### src/rtl/image_pkg.sv
// Shared image constants and FSM encoding for the frame-buffer
// read and write units.
package image_pkg;

    localparam int IMG_DATA_WIDTH = 8;
    localparam int IMG_ADDR_WIDTH = 14;
    localparam int IMG_WIDTH      = 128;
    localparam int IMG_HEIGHT     = 128;

    typedef enum logic [1:0] {
        IDLE    = 2'd0,
        CAPTURE = 2'd1,
        FINISH  = 2'd2
    } img_state_t;

    // A 1-wide counter is still needed for a 1-entry extent.
    function automatic int cnt_width(input int n);
        return (n > 1) ? $clog2(n) : 1;
    endfunction

endpackage

### src/rtl/raster_counter.sv
// Raster position counter: x fastest, wraps into y, and holds
// once the last position of the frame is reached.
module raster_counter
    import image_pkg::*;
#(
    parameter int WIDTH  = IMG_WIDTH,
    parameter int HEIGHT = IMG_HEIGHT,
    parameter int XW     = cnt_width(WIDTH),
    parameter int YW     = cnt_width(HEIGHT)
) (
    input  logic          clk,
    input  logic          rst,
    input  logic          clr,
    input  logic          step,
    output logic [XW-1:0] x,
    output logic [YW-1:0] y,
    output logic          last
);

    localparam logic [XW-1:0] XMAX = XW'(WIDTH - 1);
    localparam logic [YW-1:0] YMAX = YW'(HEIGHT - 1);

    logic x_end;

    assign x_end = (x == XMAX);
    assign last  = x_end && (y == YMAX);

    always_ff @(posedge clk) begin
        if (rst || clr) begin
            x <= '0;
            y <= '0;
        end else if (step && !last) begin
            if (x_end) begin
                x <= '0;
                y <= y + 1'b1;
            end else begin
                x <= x + 1'b1;
            end
        end
    end

endmodule

### src/rtl/image_write_unit.sv
// Captures one raster-order frame into a column-major frame buffer
// (address = x*HEIGHT + y) with registered write strobes.
module image_write_unit
    import image_pkg::*;
#(
    parameter int DATA_WIDTH = IMG_DATA_WIDTH,
    parameter int ADDR_WIDTH = IMG_ADDR_WIDTH,
    parameter int WIDTH      = IMG_WIDTH,
    parameter int HEIGHT     = IMG_HEIGHT
) (
    input  logic                  wClk,
    input  logic                  wRst,
    input  logic                  start,
    input  logic                  iValid,
    input  logic [DATA_WIDTH-1:0] iData,
    input  logic                  iLast,
    output logic                  oReady,
    output logic                  we,
    output logic [ADDR_WIDTH-1:0] wa,
    output logic [DATA_WIDTH-1:0] wd,
    output logic                  busy,
    output logic                  done,
    output logic                  err
);

    localparam int XW = cnt_width(WIDTH);
    localparam int YW = cnt_width(HEIGHT);

    img_state_t state, state_nx;

    logic          accept;
    logic          clr;
    logic          cnt_last;
    logic [XW-1:0] x;
    logic [YW-1:0] y;

    logic [ADDR_WIDTH-1:0] addr;

    raster_counter #(
        .WIDTH  (WIDTH),
        .HEIGHT (HEIGHT),
        .XW     (XW),
        .YW     (YW)
    ) u_cnt (
        .clk  (wClk),
        .rst  (wRst),
        .clr  (clr),
        .step (accept),
        .x    (x),
        .y    (y),
        .last (cnt_last)
    );

    always_ff @(posedge wClk) begin
        if (wRst) begin
            state <= IDLE;
        end else begin
            state <= state_nx;
        end
    end

    always_comb begin
        state_nx = state;
        oReady   = 1'b0;
        busy     = 1'b0;
        done     = 1'b0;
        clr      = 1'b0;
        unique case (state)
            IDLE: begin
                if (start) begin
                    clr      = 1'b1;
                    state_nx = CAPTURE;
                end
            end
            CAPTURE: begin
                oReady = 1'b1;
                busy   = 1'b1;
                if (iValid && cnt_last) begin
                    state_nx = FINISH;
                end
            end
            FINISH: begin
                done     = 1'b1;
                state_nx = IDLE;
            end
            default: begin
                state_nx = IDLE;
            end
        endcase
    end

    assign accept = oReady && iValid;

    // Column-major so the read side can scan by x*HEIGHT + y.
    assign addr = ADDR_WIDTH'(x) * ADDR_WIDTH'(HEIGHT)
                + ADDR_WIDTH'(y);

    always_ff @(posedge wClk) begin
        if (wRst) begin
            we  <= 1'b0;
            wa  <= '0;
            wd  <= '0;
            err <= 1'b0;
        end else begin
            we <= accept;
            if (accept) begin
                wa <= addr;
                wd <= iData;
            end
            // Source framing is only reported; position count rules.
            if (clr) begin
                err <= 1'b0;
            end else if (accept && (iLast != cnt_last)) begin
                err <= 1'b1;
            end
        end
    end

endmodule

### config.mk
export PLATFORM = sky130hd
export DESIGN_NAME = image_write_unit
export DESIGN_NICKNAME = d
export VERILOG_FILES = /design/src/rtl/image_pkg.sv /design/src/rtl/raster_counter.sv /design/src/rtl/image_write_unit.sv
export SDC_FILE = /design/constraint.sdc
export NUM_CORES = 1
export LEC_CHECK = 0
export ABC_CLOCK_PERIOD_IN_PS = 2350
export BUFFER_PORTS_ARGS = -buffer_cell sky130_fd_sc_hd__buf_2
export CAP_MARGIN = 20
export CORE_AREA = 2 2 60 62
export DETAILED_ROUTE_END_ITERATION = 8
export DIE_AREA = 0 0 62 64
export GPL_TIMING_DRIVEN = 0
export PLACE_DENSITY = 0.78
export RECOVER_POWER = 25
export SETUP_SLACK_MARGIN = 0.4
export SLEW_MARGIN = 5
export SYNTH_ARGS = -nofsm -noshare
export SYNTH_HDL_FRONTEND = slang
export SYNTH_SLANG_ARGS = --single-unit
export TNS_END_PERCENT = 1
### constraint.sdc
create_clock -name wClk -period 2.35 [get_ports wClk]
set_input_delay 0.235 -clock wClk [delete_from_list [all_inputs] [get_ports wClk]]
set_output_delay 0.235 -clock wClk [all_outputs]
set_load 0.005 [all_outputs]
==> metrics, run 1 <==
Placer Congestion=between 0.7 and 0.8; Setup Viol. Count Final=0; Netlist cell types=36; Routed Antenna Nets=0; Worst Path Required=2.64 ns; core area=3284 µm²; Max Cap Viol=0; commonest non-fill, non-tap cell in the layout=nand2_1; Lkg Pwr=0.7468 nW; Starting Density=0.5063; Worst Path Arrival=2.12 ns; area delta synth->final=20.39%; most frequent cells in the layout=53 x nand2_1, 40 x dfxtp_1, 30 x a21oi_1, 28 x buf_2, 18 x clkbuf_1; type of the most critical hold path=primary input to flop; TritonCTS Buffers=5; peak supply drop=0.3640 mV; Reg clk slew, reported paths=approximately 0.11 ns; Gate Count Post-Synth=201; GRT Util Overall=0.1912; initial antenna violation count=0; vias per inst=5.137; diode count=0; outcome=completed; Vias=~1500; H-tree levels=2; gr ovfl total=0; I/O pin cnt=40; Rel. slew slack=0.6298; Post-synth EDFFs=0; total wire length=3.390 mm; first-pass GRT wire length=5.802 mm; FMAX=0.5458 GHz; Slew Viols, Final=0; fraction of layout cells with a size suffix above 1=0.1781; Tmin final=1.832 ns; DR iter-0 viols=49; post-synthesis sequential area ratio=0.4816; Synthesis Warnings=0; Final Hold Fails=0; clock power share=0.396; Worst setup SP type=flop; Yosys reg bits=40; DIE WIDTH=62 µm; synthesized area=roughly 1700 µm²; Yosys top cell area share=0.4816; Final nets=~260; drt pass-1 iters=4; clk buf depth=2; PwrDens=roughly 630 nW/µm²; RSZ-0062 raised after global routing=true; row count=21; vias in the first global route=approximately 1300; Detail Placement HPWL=2.390 mm; IO buf count=38; CTS tree=yes; top cells by area, synth=dfxtp_1 48%, nand2_1 12%, a21oi_1 9.0%, o21ai_0 2.7%, nand3_1 2.1%; switching power=0.2706 mW; largest net degree at the start of global routing=13; hold_buf cts=0; # DRC=0; Util after Layout=0.6095; setup TNS=0 ns; crit end category=flop; power share of the combinational group=0.058; switching part of the total power=0.2134; register share of total power=0.546; wire length per cell=about 12 µm; period utilisation layout=0.7796; Post-synth top flop=dfxtp_1; syn_nets=216; Worst Path Max Fanout=10; clk_lat worst skew=between 0.3 and 0.4 ns; Root Buffer=clkbuf_4; die area=3968 µm²; Yosys top cell by area=dfxtp_1; P_int=approximately 1.0 mW; Syn Area/Cell=8.273 µm²; async set-reset flop share out of synthesis=0; Clock Sinks=40; CP Class=flop to flop; post-CTS setup buffer count=0; Worst-Margin Slew=0.5532 ns; total power=1.268 mW; Die Y=64 µm; Clock Skews=0.001835 ns
[worst max-delay path, cell delays in order (launching register included)]
cell       delay, ns
dfxtp_1         0.45
ha_1            0.27
and4_1          0.28
o2111ai_4       0.13
buf_6           0.17
or3_1           0.33
a21oi_1         0.13
[cell families (layout without fill, tap and decap cells)]
kind of cell	after synthesis	after routing	synth area share
and+or+nand+nor	96	96	0.2792
AOI/OAI and AO/OA	48	48	0.1701
DFF	40	40	0.4816
buffers and inverters	13	59	0.04288
adders and majority gates	2	2	0.01505
xor gates and xnor gates	1	1	0.005268
muxes	1	1	0.006020
[power by group through the flow]
stage               clock network [mW]  logic, mW  registers (mW)
floorplan                            0     0.0439           0.707
global placement                     0     0.0744           0.707
detailed placement                   0     0.0752           0.707
CTS                              0.507     0.0755           0.692
global route                     0.539     0.0828           0.693
finish                           0.502     0.0735           0.692
[synthesized netlist by cell type, drive strengths merged, types with 3 or more instances]
library cell and number:
nand2 53, dfxtp 40, a21oi 30, o21ai 9, clkbuf 8, nor2 8
nand3 7, buf 4, or3 4, nand4 3, nor3 3, or4 3
[layout make-up]
cell class / count / area, µm²
fill: 324 / 1282
sequential: 40 / 800.8
multi-input combinational: 148 / 799.5
timing repair buffer: 38 / 177.7
buffer: 12 / 67.56
clock buffer: 7 / 65.06
tap: 46 / 57.56
clock inverter: 1 / 30.03
inverter: 1 / 3.754
[registers in the layout, summed over array words and instances, names as in the netlist]
register,count
err,1
wd,8
u_cnt.x,7
u_cnt.y,7
we,1
state,2
wa,14
[metrics by stage]
stage,hold WS (ns),std cells,area (µm²),setup WS (ns)
6_report,0.1085,293,2002,0.5179
5_1_grt,0.1102,293,2002,0.3937
4_1_cts,0.1008,293,2014,0.5129
3_5_place_dp,0.4435,285,1911,0.3752
3_3_place_gp,0.4382,285,1911,0.3699
2_1_floorplan,0.3710,201,1663,0.7207
[layer usage]
layer,routed length [µm],track usage,share of wire,vias to the layer above
met4,52,0.07447,0.015,0
met3,211,0.05668,0.062,6
met5,0,0,0,-
met1,1613,0.2393,0.48,669
li1,-,-,-,791
met2,1513,0.3008,0.45,39
[repair_timing]
item	4_1_cts	5_1_grt
pin swaps	0	1
endpoints found under the setup margin	6	8
gates resized for setup	1	0
[final timing paths]
kind | startpoint | endpoint | slack [ns] | depth (start not counted)
worst max-delay path | u_cnt.x[0] | u_cnt.y[3] | 0.52 | 6
worst min register to register | wa[2] | wa[2] | 0.46 | 2
worst min-delay path | iData[5] | wd[5] | 0.11 | 3
worst max register to register | u_cnt.x[0] | u_cnt.y[3] | 0.52 | 6
Power figures use the tool's default switching activity.
==> run 2: changes to the inputs <==
ABC_AREA = 1   (was unset)
ABC_CLOCK_PERIOD_IN_PS = 1900   (was 2350)
CORE_AREA = 2 2 61 63   (was 2 2 60 62)
DIE_AREA = 0 0 63 65   (was 0 0 62 64)
PLACE_DENSITY = 0.77   (was 0.78)
clock period = 1.9 ns   (was 2.35 ns; I/O delays follow)
==> run 2 against run 1 <==
- synthesized area grew 2.9%
- clock-buffer cell count shrank 2
- worst hold slack lost 0.046 ns
- routed wire length grew 6.1%
- highest routed layer unchanged
- worst setup slack lost 0.036 ns
- critical endpoint is now u_cnt.x[5]
- clock skew grew 0.010 ns
- sequential share of layout area shrank 1.2 points
- cell count grew 9.6%
- sequential cell count is the same
- cell area grew 4.7%
- largest power group unchanged
- critical path type unchanged
==> metrics, run 2 <==
top-count cell post-synth=nand2_1; TritonCTS Buffers=5; commonest non-fill, non-tap cell in the layout=nand2_1; max reg flops=14; total wire length=approximately 3.6 mm; drt pass-1 iters=4; Util after Layout=0.5999; diode count=0; Die Y=65 µm; Clock Sinks=40; Commonest cells post-synth=73 x nand2_1, 40 x dfxtp_1, 35 x a21oi_1, 15 x inv_1; period utilisation layout=0.7465; Rel. slew slack=0.6555; Yosys top cell area share=0.4678; DR iter-0 viols=a little over 90; FF-to-FF path depth=4; Syn Area/Cell=about 7.6 µm²; Final nets=roughly 290; PwrDens=725.8 nW/µm²; Worst Path Arrival=1.71 ns; FMAX=0.7051 GHz; Max Cap Viol=0; wire length per cell=11.21 µm; initial antenna violation count=0; I/O pin cnt=40; RSZ-0062 raised after global routing=true; crit path from=state[1]; Gate Count Post-Synth=224; Reg with most FFs=wa; # DRC=0; Netlist cell types=29; PnR worst setup slack=0.4817 ns; Detail Placement HPWL=2.433 mm; largest net degree at the start of global routing=14; outcome=completed; Final Hold Fails=0; biggest regs=wa: 14 flops, wd: 8 flops; Vias=1574; R2R Path Start=state[1]; CTS tree=yes; area delta synth->final=22.51%; hold_buf cts=0; Root Buffer=clkbuf_4; Setup WS pre-CTS=0.3792 ns; gr ovfl total=0; vias in the first global route=~1400; crit end category=flop; Yosys reg bits=40; CP Class=flop to flop; Clock Skews=0.01192 ns; GRT Util Overall=0.1854; setup TNS=0 ns; Lkg Pwr=~0.89 nW; H-tree levels=2; Reg clk slew, reported paths=0.12 ns; clk_lat worst skew=0.36 ns; Setup crit end=u_cnt.x[5]; DIE WIDTH=between 60 and 70 µm; Setup Viol. Count Final=0; Slew Viols, Final=0; Starting Density=0.4896; post-synthesis sequential area ratio=0.4678; synthesized area=1712 µm²; Worst-Margin Slew=roughly 0.52 ns; fraction of layout cells with a size suffix above 1=0.2784; Worst Path Max Fanout=10; Post-synth top flop=dfxtp_1; WHS=between 0.06 and 0.07 ns; die area=4095 µm²; syn_nets=239; clk buf depth=2; Synthesis Warnings=0; Yosys top cell by area=dfxtp_1; Worst R2R Setup Slack=0.48 ns; core area=~3500 µm²; Routed Antenna Nets=0; Placer Congestion=0.8073; Tmin final=~1.4 ns; row count=22; most frequent cells in the layout=73 x nand2_1, 37 x buf_2, 36 x dfxtp_1, 35 x a21oi_1, 15 x inv_1; first-pass GRT wire length=5.961 mm; Worst Path Required=2.19 ns; Worst setup SP type=flop; vias per inst=4.903; Post-synth EDFFs=0; FF-to-FF End=u_cnt.x[5]; async set-reset flop share out of synthesis=0; IO buf count=38; top cells by area, synth=dfxtp_1 47%, nand2_1 16%, a21oi_1 10%, nand3_1 3.5%, inv_1 3.3%; type of the most critical hold path=primary input to flop; peak supply drop=0.3929 mV
[run 2: timing repair]
| item | in CTS | in global routing |
|---|---|---|
| endpoints found under the hold margin | 0 | 0 |
| gates resized for setup | 2 | 10 |
| pin swaps | 0 | 3 |
| endpoints found under the setup margin | 10 | 12 |
| setup buffers | 0 | 3 |
[run 2: report_power, final]
group	internal (mW)	switching, mW
logic	0.0408	0.0696
clock network	0.274	0.285
registers	0.846	0.00648
[run 2: cells by family (layout without fill, tap and decap cells)]
family | Yosys count | count (layout) | synth area share
flip-flops | 40 | 40 | 0.4678
adder cells (fa/ha/maj) | 2 | 2 | 0.01462
AND/OR/NAND/NOR | 112 | 112 | 0.3056
AO/OA/AOI/OAI | 40 | 40 | 0.1221
XOR/XNOR | 3 | 3 | 0.01535
buffers and inverters | 27 | 76 | 0.07455
[run 2: worst min-delay path by stage]
stage	from	endpoint	slack, ns	cells past startpoint
2_1_floorplan	iData[0]	wd[0]	0.33	2
3_3_place_gp	iData[1]	wd[1]	0.44	3
3_5_place_dp	iData[0]	wd[0]	0.44	3
4_1_cts	iData[0]	wd[0]	0.05	3
5_1_grt	iData[5]	wd[5]	0.05	3
6_report	iData[0]	wd[0]	0.06	3
[run 2: area by class of cell]
cell class	count	area (µm²)
fill	339	1399
clock inverter	3	42.54
inverter	19	87.58
timing repair buffer	41	209.0
clock buffer	5	37.54
buffer	8	43.79
multi-input combinational	157	803.3
tap	48	60.06
sequential	40	813.3
[run 2: metrics by stage]
step	cell area [µm²]	total power, mW	cells
after floorplan	1712	0.9405	224
after global placement	1962	0.9817	310
after detailed placement	1962	0.9834	310
final	2097	1.522	321
after global routing	2097	1.600	321
after CTS	2044	1.536	318
[run 2: layer usage]
| metal | global-route usage | vias to the layer above | routed length (µm) |
|---|---|---|---|
| met1 | 0.2214 | 703 | 1625 |
| met4 | 0.08056 | 0 | 65 |
| met5 | 0 | - | 0 |
| met2 | 0.3059 | 47 | 1648 |
| li1 | - | 815 | - |
| met3 | 0.05903 | 9 | 257 |
[run 2: critical path: stages (launching register included)]
cell and delay [ns]:
dfxtp_1 0.41, nor2_1 0.09, a21oi_2 0.35, clkinvlp_4 0.32, a21oi_1 0.18
==> run 3: changes to the inputs <==
ABC_CLOCK_PERIOD_IN_PS = 1300   (was 1900)
CORE_AREA = 2 2 64 66   (was 2 2 61 63)
DIE_AREA = 0 0 66 68   (was 0 0 63 65)
PLACE_DENSITY = 0.74   (was 0.77)
clock period = 1.3 ns   (was 1.9 ns; I/O delays follow)
==> run 3 against run 2 <==
- the flow now finishes with violations (negative setup slack)
- clock power grew 64%
- combinational power grew 71%
- worst hold slack gained 0.0060 ns
- cell count grew 4.0%
- via count grew 4.4%
- sequential share of layout area shrank 2.9 points
- largest power group unchanged
==> metrics, run 3 (same netlist as run 2, synthesis figures left out) <==
outcome=complete, but fails checks; failing checks=negative setup slack; Worst Path Max Fanout=7; most frequent cells in the layout=71 x nand2_1, 36 x buf_2, 28 x a21oi_1, 23 x dfxtp_1; Vias=1644; commonest non-fill, non-tap cell in the layout=nand2_1; wire length on met2=2.065 mm; Root Buffer=clkbuf_8; peak supply drop=0.4585 mV; Lkg Pwr=0.9762 nW; Worst setup SP type=flop; Max Cap Viol=0; initial antenna violation count=0; cell area after layout=~2300 µm²; Final Hold Fails=0; Reg with most FFs=wa; period utilisation layout=1.023; Detail Placement HPWL=2.660 mm; Setup Viol. Count Final=5; most frequent CP cell=nand3_4; PwrDens=1010 nW/µm²; Die Y=roughly 68 µm; IO buf count=38; crit end category=flop; Clock Skews=0.007617 ns; biggest regs=wa: 14 flops, wd: 8 flops; core area=roughly 3900 µm²; TritonCTS Buffers=5; DR iter-0 viols=131; Clock Sinks=40; max reg flops=14; Post-Route M1 WL=1.829 mm; Util after Layout=0.6025; Worst path top cell family by delay=simple AND/OR/NAND/NOR gates; clk buf depth=2; Top Layer Used=met4; CTS tree=yes; DIE WIDTH=66 µm; Rel. slew slack=0.6059; FF-to-FF End=u_cnt.y[3]; total power=between 2 and 2.5 mW; total wire length=~4.2 mm; FMAX=0.7521 GHz; R2R Path Start=u_cnt.x[0]; FF-to-FF path depth=7; Starting Density=0.4439; critical path, cell by cell=ha_4, nand3_4, nor2_8, nand3_4, buf_4, nand2_1, a21oi_1; placed cell area=between 2000 and 2500 µm²; Slew Viols, Final=0; GRT Util Overall=0.1861; worst hold endpoint=wd[7]; vias in the first global route=~1400; die area=4488 µm²; Placer Congestion=0.8582; Routed Antenna Nets=0; type of the most critical hold path=primary input to flop; Worst-Margin Slew=0.5912 ns; fraction of layout cells with a size suffix above 1=0.3944; Worst Path Arrival=around 1.5 ns; largest net degree at the start of global routing=13; Worst R2R Setup Slack=-0.03 ns; row count=23; # DRC=0; Reg clk slew, reported paths=0.08 ns; hold_buf cts=0; Final nets=between 200 and 300; Tmin final=1.330 ns; first-pass GRT wire length=6.272 mm; Slowest cell on crit path=dfxtp_4; clk_lat worst skew=~0.3 ns; Critical Path Max Stage Delay=about 0.37 ns; vias per inst=4.922; setup TNS=-0.06635 ns; RSZ-0062 raised after global routing=true; PnR worst setup slack=-0.02963 ns; CP Class=flop to flop; wire length per cell=~12 µm; diode count=0; gr ovfl total=0; Hold Path Stages=3; area delta synth->final=35.75%; Min-Delay Startpoint=iData[7]; Worst Path Required=around 1.5 ns; I/O pin cnt=40; drt pass-1 iters=5; H-tree levels=2; met3 wire length=170 µm; Buf/Inv on CP=1
[run 3: cell count changes in the layout (fill, tap and decap cells not counted), moves of 5 or more]
| cell | before | now |
|---|---|---|
| buf_4 | 6 | 14 |
| dfxtp_1 | 36 | 23 |
| clkbuf_8 | 0 | 5 |
| dfxtp_2 | 1 | 12 |
| a21oi_2 | 1 | 8 |
| a21oi_1 | 35 | 28 |
[run 3: layout make-up]
class | count | area, µm²
Buffer | 8 | 61.31
Clock buffer | 7 | 97.59
Clock inverter | 1 | 5.005
Fill cell | 347 | 1533
Inverter | 19 | 91.34
Multi-Input combinational cell | 157 | 872.1
Sequential cell | 40 | 834.6
Tap cell | 50 | 62.56
Timing Repair Buffer | 52 | 299.0
[run 3: worst max path at each step]
stage | start | end | cells after the start
floorplan | u_cnt.y[1] | u_cnt.y[5] | 8
global placement | state[1] | u_cnt.x[2] | 4
detailed placement | state[1] | u_cnt.y[1] | 4
CTS | u_cnt.x[0] | u_cnt.y[5] | 8
global route | u_cnt.y[1] | u_cnt.x[2] | 7
finish | u_cnt.x[0] | u_cnt.y[3] | 7
[run 3: through the flow]
step	setup WS, ns	instances	hold slack, ns
final	-0.02963	334	0.06835
after global routing	-0.09769	334	0.07316
after CTS	-0.02151	324	0.07115
after detailed placement	-0.07345	312	0.3864
after global placement	-0.05014	312	0.3794
after floorplan	0.1017	224	0.2728
[run 3: what timing repair did]
item / 4_1_cts / 5_1_grt
buffers inserted: 4 / 10
setup endpoints to repair: 43 / 56
pin swaps: 6 / 16
hold endpoints to repair: 0 / 0
gates resized for setup: 8 / 37
[run 3: worst min-delay path: stages]
cell and delay [ns]:
buf_2 0.09, nand2_1 0.05, a21oi_1 0.05
[run 3: power by group]
group	leakage (nW)	switching, mW	internal [mW]
logic	0.590	0.113	0.0755
clock network	0.0534	0.426	0.492
registers	0.333	0.00902	1.23
total	0.976	0.548	1.80
[run 3: metal layers]
layer | up-vias | GRT usage
met5 | - | 0
met1 | 762 | 0.2333
li1 | 833 | -
met4 | 0 | 0.08673
met3 | 7 | 0.05099
met2 | 42 | 0.2992
